**src/rtl/serial_to_parallel_pkg.sv**
```systemverilog
// Shared definitions for the serial link receive side: FSM state type,
// default word width and the bit counter width helper.
package s2p_pkg;

    // Default word width, shared with the parallel-to-serial transmitter.
    localparam int S2P_DATA_W = 8;

    typedef enum logic {
        IDLE  = 1'b0,
        SHIFT = 1'b1
    } s2p_state_e;

    // The counter must be able to hold values 0 through data_w.
    function automatic int s2p_cnt_w(input int data_w);
        return $clog2(data_w + 1);
    endfunction

endpackage

```
**src/rtl/serial_to_parallel_if.sv**
```systemverilog
// Serial link bundle: bit stream in, assembled word out over valid/ready,
// plus sticky error status. The slave modport is the receiver's view.
interface s2p_if #(
    parameter int DATA_W = s2p_pkg::S2P_DATA_W
) ();

    logic              serial_in;
    logic              bit_en;
    logic              start;
    logic [DATA_W-1:0] parallel_out;
    logic              out_valid;
    logic              out_ready;
    logic              busy;
    logic              overrun;
    logic              frame_err;
    logic              clear_err;

    modport master (
        output serial_in, bit_en, start, out_ready, clear_err,
        input  parallel_out, out_valid, busy, overrun, frame_err
    );

    modport slave (
        input  serial_in, bit_en, start, out_ready, clear_err,
        output parallel_out, out_valid, busy, overrun, frame_err
    );

endinterface

```
**src/rtl/serial_to_parallel.sv**
```systemverilog
// Deserializer for the single-bit serial link: frames words on a start strobe,
// counts bits, and hands each completed word out through one holding register.
module serial_to_parallel
    import s2p_pkg::*;
#(
    parameter int DATA_W    = S2P_DATA_W,
    parameter bit MSB_FIRST = 1'b0
) (
    input  logic  clk,
    input  logic  rst_n,
    s2p_if.slave  link
);

    localparam int CNT_W = s2p_cnt_w(DATA_W);

    typedef logic [DATA_W-1:0] word_t;
    typedef logic [CNT_W-1:0]  cnt_t;

    s2p_state_e state_q, state_d;
    cnt_t       cnt_q,   cnt_d;
    word_t      shreg_q, shreg_d;
    word_t      pout_q,  pout_d;
    logic       vld_q,   vld_d;
    logic       ovr_q,   ovr_d;
    logic       ferr_q,  ferr_d;

    logic       accept;
    logic       complete;
    logic       ovr_set;
    logic       ferr_set;
    word_t      word_c;

    // One-hot mask for the register position of received bit k.
    function automatic word_t bit_mask(input cnt_t k);
        int unsigned pos;
        if (MSB_FIRST) begin
            pos = DATA_W - 1 - 32'(k);
        end else begin
            pos = 32'(k);
        end
        return word_t'(1) << pos;
    endfunction

    assign accept = vld_q & link.out_ready;

    always_comb begin
        state_d  = state_q;
        cnt_d    = cnt_q;
        shreg_d  = shreg_q;
        complete = 1'b0;
        ferr_set = 1'b0;
        word_c   = shreg_q;

        unique case (state_q)
            IDLE: begin
                if (link.bit_en && link.start) begin
                    shreg_d = link.serial_in ? bit_mask(cnt_t'(0)) : '0;
                    cnt_d   = cnt_t'(1);
                    state_d = SHIFT;
                end
            end
            SHIFT: begin
                if (link.bit_en) begin
                    if (link.start) begin
                        // Resync: the partial word is abandoned, this bit starts afresh.
                        ferr_set = 1'b1;
                        shreg_d  = link.serial_in ? bit_mask(cnt_t'(0)) : '0;
                        cnt_d    = cnt_t'(1);
                    end else begin
                        word_c = link.serial_in ? (shreg_q | bit_mask(cnt_q)) : shreg_q;
                        if (cnt_q == cnt_t'(DATA_W - 1)) begin
                            complete = 1'b1;
                            shreg_d  = '0;
                            cnt_d    = '0;
                            state_d  = IDLE;
                        end else begin
                            shreg_d  = word_c;
                            cnt_d    = cnt_q + cnt_t'(1);
                        end
                    end
                end
            end
            default: begin
                state_d = IDLE;
                cnt_d   = '0;
                shreg_d = '0;
            end
        endcase
    end

    // Holding register: a finished word loads if the slot is free or is
    // being emptied this very edge; otherwise it is dropped as an overrun.
    always_comb begin
        pout_d  = pout_q;
        vld_d   = vld_q;
        ovr_set = 1'b0;

        if (complete) begin
            if (!vld_q || accept) begin
                pout_d = word_c;
                vld_d  = 1'b1;
            end else begin
                ovr_set = 1'b1;
            end
        end else if (accept) begin
            vld_d = 1'b0;
        end
    end

    // Setting a sticky flag takes priority over clearing it.
    always_comb begin
        ovr_d  = ovr_q;
        ferr_d = ferr_q;
        if (link.clear_err) begin
            ovr_d  = 1'b0;
            ferr_d = 1'b0;
        end
        if (ovr_set) begin
            ovr_d = 1'b1;
        end
        if (ferr_set) begin
            ferr_d = 1'b1;
        end
    end

    always_ff @(posedge clk or negedge rst_n) begin
        if (!rst_n) begin
            state_q <= IDLE;
            cnt_q   <= '0;
            shreg_q <= '0;
            pout_q  <= '0;
            vld_q   <= 1'b0;
            ovr_q   <= 1'b0;
            ferr_q  <= 1'b0;
        end else begin
            state_q <= state_d;
            cnt_q   <= cnt_d;
            shreg_q <= shreg_d;
            pout_q  <= pout_d;
            vld_q   <= vld_d;
            ovr_q   <= ovr_d;
            ferr_q  <= ferr_d;
        end
    end

    assign link.parallel_out = pout_q;
    assign link.out_valid    = vld_q;
    assign link.busy         = (state_q == SHIFT);
    assign link.overrun      = ovr_q;
    assign link.frame_err    = ferr_q;

endmodule
```
**src/flat_wrapper.sv**
```systemverilog
// flat-port wrapper written by rule: the top's interface ports become plain ports
module serial_to_parallel_flat import s2p_pkg::*;
#(
    parameter int DATA_W    = S2P_DATA_W,
    parameter bit MSB_FIRST = 1'b0
)
  (clk, rst_n, link_serial_in, link_bit_en, link_start, link_out_ready, link_clear_err, link_parallel_out, link_out_valid, link_busy, link_overrun, link_frame_err);
  s2p_if #(.DATA_W(DATA_W)) link_i ();
  input  logic clk;
  input  logic rst_n;
  input wire logic [$bits(link_i.serial_in)-1:0] link_serial_in;
  input wire logic [$bits(link_i.bit_en)-1:0] link_bit_en;
  input wire logic [$bits(link_i.start)-1:0] link_start;
  input wire logic [$bits(link_i.out_ready)-1:0] link_out_ready;
  input wire logic [$bits(link_i.clear_err)-1:0] link_clear_err;
  output wire logic [$bits(link_i.parallel_out)-1:0] link_parallel_out;
  output wire logic [$bits(link_i.out_valid)-1:0] link_out_valid;
  output wire logic [$bits(link_i.busy)-1:0] link_busy;
  output wire logic [$bits(link_i.overrun)-1:0] link_overrun;
  output wire logic [$bits(link_i.frame_err)-1:0] link_frame_err;
  assign link_i.serial_in = link_serial_in;
  assign link_i.bit_en = link_bit_en;
  assign link_i.start = link_start;
  assign link_i.out_ready = link_out_ready;
  assign link_i.clear_err = link_clear_err;
  assign link_parallel_out = link_i.parallel_out;
  assign link_out_valid = link_i.out_valid;
  assign link_busy = link_i.busy;
  assign link_overrun = link_i.overrun;
  assign link_frame_err = link_i.frame_err;
  serial_to_parallel #(.DATA_W(DATA_W), .MSB_FIRST(MSB_FIRST)) u_core (.clk(clk), .rst_n(rst_n), .link(link_i));
endmodule
```
**config.mk**
```make
export PLATFORM = sky130hd
export DESIGN_NAME = serial_to_parallel_flat
export DESIGN_NICKNAME = d
export VERILOG_FILES = /design/src/rtl/serial_to_parallel_pkg.sv /design/src/rtl/serial_to_parallel_if.sv /design/src/rtl/serial_to_parallel.sv /design/src/flat_wrapper.sv
export SDC_FILE = /design/constraint.sdc
export NUM_CORES = 1
export LEC_CHECK = 0
export ABC_AREA = 1
export CAP_MARGIN = 40
export CORE_UTILIZATION = 55
export DETAILED_ROUTE_END_ITERATION = 8
export GPL_TIMING_DRIVEN = 0
export HOLD_SLACK_MARGIN = 0.12
export PLACE_DENSITY = 0.85
export SLEW_MARGIN = 20
export SYNTH_ARGS = -nofsm -noshare
export SYNTH_HDL_FRONTEND = slang
export SYNTH_SLANG_ARGS = --single-unit
```
**constraint.sdc**
```tcl
create_clock -name clk -period 3.2 [get_ports clk]
set_input_delay 0.64 -clock clk [delete_from_list [all_inputs] [get_ports clk]]
set_output_delay 0.64 -clock clk [all_outputs]
set_load 0.005 [all_outputs]
```
==> flow_summary.json, run 1 <==
{
  "status": "completed",
  "cts_sinks": 24,
  "hold_buffers": 0,
  "drc": 0,
  "cp_max_fo": 4,
  "netlist_instances": 172,
  "drive_above_1_share": 0.06667,
  "crit_path_max_incr_delay_ps": 520,
  "critPathKind": "reg -> out",
  "grt_max_degree": 15,
  "tightest_slew_ps": 564.2,
  "htreeDepth": 1,
  "min_period_ps": 1880,
  "via_per_inst": 4.892,
  "syn_area_per_cell_um2": 7.391,
  "cp.required_ps": 2560,
  "rsz0062_at_grt": "no",
  "area_delta_synth_final_pct": 22.24,
  "dr_total_vias": 1091,
  "port_buffers": 18,
  "grt_pass1_vias": 1043,
  "post_dp_cell_area_um2": 1501,
  "end_kind": "output pin",
  "max_slew_margin": 0.6227,
  "rows": 17,
  "ys_types": 17,
  "die_y_um": 50.08,
  "fin_crit_sh": 0.5874,
  "grt_pass1_wl_mm": 4.146,
  "gp_congestion": 0.8289,
  "setup-violations-final": 0,
  "wl_per_cell_um": 10.45,
  "powerDensity_nw_per_um2": 474.1,
  "routed_wl_mm": 2.331,
  "grt_overflow": 0,
  "hpwlAfterDp_mm": 1.871,
  "layout_commonest_cell": "nand2_1",
  "ys_seq_elements": 24,
  "cts_made_buffers": 3,
  "cts_tree": "done",
  "totalPowerFinal_w": 0.0007368,
  "post_cts_resized": 0,
  "grt.total_usage": 0.2216,
  "whs_ps": 497.8,
  "cts_buffer_depth": 2,
  "max_cap_violations": 0,
  "cellLeakagePower_nw": 0.8973,
  "worst_hold_path_type": "reg -> reg",
  "ir_worst_vdd_uv": 315.2,
  "worst_setup_path_start_kind": "flip-flop",
  "drt_first_pass_iters": 4,
  "num-nets-final": 209,
  "clk_latency_ps": 310,
  "path_delay_family": "buffers and inverters",
  "cts_post_setup_buffers_inserted": 0,
  "dieWidth_um": 50.08,
  "skew_ps": 5.057,
  "synth_seq_area_share": 0.4724,
  "cp_cell_sequence": "clkdlybuf4s50_1",
  "fp.coreArea_um2": 2191,
  "utilization": 0.7093,
  "pin_count": 19,
  "initial_core_util": 0.5802,
  "arrival_ps": 1240,
  "antenna_found_initial": 0,
  "fmax_mhz": 532.0,
  "cts_root_buffer": "clkbuf_4",
  "layout_common_cells": "80 x nand2_1, 28 x inv_1, 24 x dfrtp_1",
  "clk_pin_slew_worst_paths_ps": 130,
  "final_area_um2": 1554,
  "finalSetupTns_ps": 0,
  "yosys_warnings": 0,
  "finalMaxSlewViolations": 0,
  "synth_nets": 185,
  "drt.antenna.violating_nets": 0,
  "n_antenna_cell": 0,
  "hold_viol": 0,
  "cpMaxStageDelayCell": "clkdlybuf4s50_1",
  "syn_area_um2": 1271,
  "timing.critical_path.buf_inv": 1,
  "die_area_um2": 2508,
  "first_iter_violations": 22
}
stage by stage:
step / cells / setup slack [ps]
3_5_place_dp: 219 / 1255
6_report: 223 / 1320
3_3_place_gp: 218 / 1263
4_1_cts: 223 / 1310
5_1_grt: 223 / 1258
2_1_floorplan: 172 / 1883
flip-flops by register name, indices dropped and copies added, names as in the netlist:
signal	flops
u_core.link.overrun	1
u_core.link.out_valid	1
u_core.link.frame_err	1
u_core.shreg_q	8
u_core.link.parallel_out	8
u_core.link.busy	1
u_core.cnt_q	4
cell usage after synthesis (all sizes together):
cell type,instances,share of area
nand2,81,0.24
inv,29,0.086
dfrtp,24,0.47
nor2,13,0.042
nand3,7,0.037
ha,6,0.059
a21oi,3,0.012
o22ai,3,0.015
buf,2,0.0098
o21ai,2,0.0079
nand4,1,0.0049
nor3,1,0.013
layout make-up:
cell class,instances,area [um2]
fill,185,636.9
timing repair buffer,19,195.2
sequential,24,600.6
clock buffer,3,22.52
multi-input combinational,117,549.3
clock inverter,1,30.03
buffer,2,12.51
inverter,29,108.9
tap,28,35.03
worst paths after layout:
check,cells past startpoint,slack (ps),to,from
min reg2reg,2,500,u_core.link.parallel_out[1]$_DFFE_PN0P_,u_core.link.parallel_out[1]$_DFFE_PN0P_
max in group asynchronous,2,2050,u_core.link.overrun$_DFFE_PN0P_,rst_n
max,1,1320,link_busy,u_core.link.busy$_DFF_PN0_
min in group asynchronous,1,670,u_core.shreg_q[5]$_DFFE_PN0P_,rst_n
min,2,500,u_core.link.parallel_out[1]$_DFFE_PN0P_,u_core.link.parallel_out[1]$_DFFE_PN0P_
max reg2reg,6,1780,u_core.link.parallel_out[5]$_DFFE_PN0P_,u_core.cnt_q[0]$_DFFE_PN0P_
kinds of logic (layout without fill, tap and decap cells):
| logic type | after synthesis | count (layout) | synth area share |
|---|---|---|---|
| simple gates | 103 | 103 | 0.3386 |
| fa+ha+maj | 6 | 6 | 0.05905 |
| compound gates | 8 | 8 | 0.03445 |
| flops | 24 | 24 | 0.4724 |
| buf+inv | 31 | 54 | 0.09547 |
layer usage:
| metal | track usage | routed length (um) | up-vias |
|---|---|---|---|
| li1 | - | - | 561 |
| met2 | 0.4022 | 1198 | 18 |
| met1 | 0.2539 | 1014 | 507 |
| met5 | 0 | 0 | - |
| met3 | 0.03704 | 80 | 5 |
| met4 | 0.08571 | 38 | 0 |
power by group:
group	switching, W	internal, W
clock network	0.0000901	0.000127
registers	0.0000231	0.000337
logic	0.0000844	0.0000758
total	0.000198	0.000539
No activity file was read; power rests on OpenSTA's default activity.
==> run 2: changes to the inputs <==
--- a/config.mk
+++ b/config.mk
@@ -7,11 +7,11 @@
 export LEC_CHECK = 0
 export ABC_AREA = 1
 export CAP_MARGIN = 40
-export CORE_UTILIZATION = 55
+export CORE_UTILIZATION = 47
 export DETAILED_ROUTE_END_ITERATION = 8
 export GPL_TIMING_DRIVEN = 0
 export HOLD_SLACK_MARGIN = 0.12
-export PLACE_DENSITY = 0.85
+export PLACE_DENSITY = 0.78
 export SLEW_MARGIN = 20
 export SYNTH_ARGS = -nofsm -noshare
 export SYNTH_HDL_FRONTEND = slang
==> constraint.sdc (replaced) <==
create_clock -name clk -period 1.6 [get_ports clk]
set_input_delay 0.32 -clock clk [delete_from_list [all_inputs] [get_ports clk]]
set_output_delay 0.32 -clock clk [all_outputs]
set_load 0.005 [all_outputs]
==> flow_summary.json, run 2 (synthesis results as in run 1) <==
{
  "status": "completed",
  "dieWidth_um": 54.01,
  "die_area_um2": 2917,
  "grt_pass1_wl_mm": 4.353,
  "rows": 18,
  "cp_max_fo": 3,
  "max_cap_violations": 0,
  "tightest_slew_ps": 472.6,
  "max_slew_margin": 0.6839,
  "fmax_mhz": 643.5,
  "cpMaxStageDelayCell": "clkdlybuf4s50_1",
  "drt.antenna.violating_nets": 0,
  "critPathKind": "reg -> out",
  "arrival_ps": 1230,
  "pin_count": 19,
  "post_cts_resized": 0,
  "ir_worst_vdd_uv": 646.5,
  "dr_total_vias": 1088,
  "hold_viol": 0,
  "hpwlAfterDp_mm": 1.943,
  "first_iter_violations": 19,
  "cts_buffer_depth": 2,
  "routed_wl_mm": 2.521,
  "via_per_inst": 4.814,
  "cts_tree": "done",
  "drc": 0,
  "die_y_um": 54.01,
  "hold_buffers": 0,
  "area_delta_synth_final_pct": 23.03,
  "end_kind": "output pin",
  "finalMaxSlewViolations": 0,
  "initial_core_util": 0.5040,
  "gp_congestion": 0.8126,
  "wl_per_cell_um": 11.15,
  "grt_pass1_vias": 1073,
  "htreeDepth": 1,
  "clk_pin_slew_worst_paths_ps": 140,
  "grt_max_degree": 16,
  "drt_first_pass_iters": 4,
  "cellLeakagePower_nw": 0.9015,
  "setup-violations-final": 0,
  "port_buffers": 18,
  "worst_setup_path_start_kind": "flip-flop",
  "layout_common_cells": "80 x nand2_1, 28 x inv_1, 24 x dfrtp_1",
  "skew_ps": 6.908,
  "fin_crit_sh": 0.9712,
  "num-nets-final": 210,
  "crit_path_max_incr_delay_ps": 510,
  "fin_ws_ps": 46.07,
  "dp_slack_ps": -30.93,
  "grt.total_usage": 0.2100,
  "grt_overflow": 0,
  "path_delay_family": "buffers and inverters",
  "cts_root_buffer": "clkbuf_4",
  "min_period_ps": 1554,
  "fp.coreArea_um2": 2522,
  "n_antenna_cell": 0,
  "cts_post_setup_buffers_inserted": 0,
  "drive_above_1_share": 0.07143,
  "layout_commonest_cell": "nand2_1",
  "final_cells": 226,
  "cts_sinks": 24,
  "cp.required_ps": 1280,
  "cts_made_buffers": 3,
  "worst_hold_path_type": "in -> async",
  "antenna_found_initial": 0,
  "placedCellCount": 221,
  "timing.critical_path.buf_inv": 1,
  "powerDensity_nw_per_um2": 955.8,
  "cp_cell_sequence": "clkdlybuf4s50_1",
  "whs_ps": 296.4,
  "clk_latency_ps": 320
}
run 2: through the flow:
step                        util  total power, W  TNS (ps)  cell area, um2
final                     0.6200        0.001495         0            1564
after global placement    0.5903        0.001040    -51.09            1489
after detailed placement  0.5962        0.001059    -165.6            1504
after CTS                 0.6171        0.001509         0            1556
after floorplan                -       0.0009057         0            1271
after global routing      0.6200        0.001581    -1.889            1564
run 2: area by class of cell:
| type | instances | area, um2 |
|---|---|---|
| Timing Repair Buffer | 20 | 202.7 |
| Inverter | 29 | 108.9 |
| Multi-Input combinational cell | 117 | 549.3 |
| Buffer | 2 | 12.51 |
| Clock buffer | 3 | 22.52 |
| Sequential cell | 24 | 600.6 |
| Tap cell | 30 | 37.54 |
| Clock inverter | 1 | 30.03 |
| Fill cell | 232 | 958.4 |
run 2: path summary, 6_finish.rpt:
check,startpoint,endpoint,slack [ps],depth (start not counted)
worst max-delay path,u_core.link.busy$_DFF_PN0_,link_busy,50,1
max in group asynchronous,rst_n,u_core.link.parallel_out[1]$_DFFE_PN0P_,840,2
worst max register to register,u_core.cnt_q[0]$_DFFE_PN0P_,u_core.link.parallel_out[2]$_DFFE_PN0P_,140,6
worst min register to register,u_core.link.parallel_out[0]$_DFFE_PN0P_,u_core.link.parallel_out[0]$_DFFE_PN0P_,500,2
worst min-delay path,rst_n,u_core.cnt_q[3]$_DFFE_PN0P_,300,1
min in group clk,u_core.link.parallel_out[0]$_DFFE_PN0P_,u_core.link.parallel_out[0]$_DFFE_PN0P_,500,2
run 2: where the power goes:
group          total, W  switching, W  internal [W]
clock network  0.000448      0.000194      0.000253
logic          0.000326      0.000172      0.000153
registers      0.000721     0.0000480      0.000673
total           0.00149      0.000415       0.00108
run 2: per-layer routing:
layer | vias up | global-route usage | wire length (um)
met5 | - | 0 | 0
met4 | 0 | 0.1026 | 56
met3 | 6 | 0.02825 | 106
met2 | 27 | 0.3807 | 1257
met1 | 496 | 0.2391 | 1101
li1 | 559 | - | -
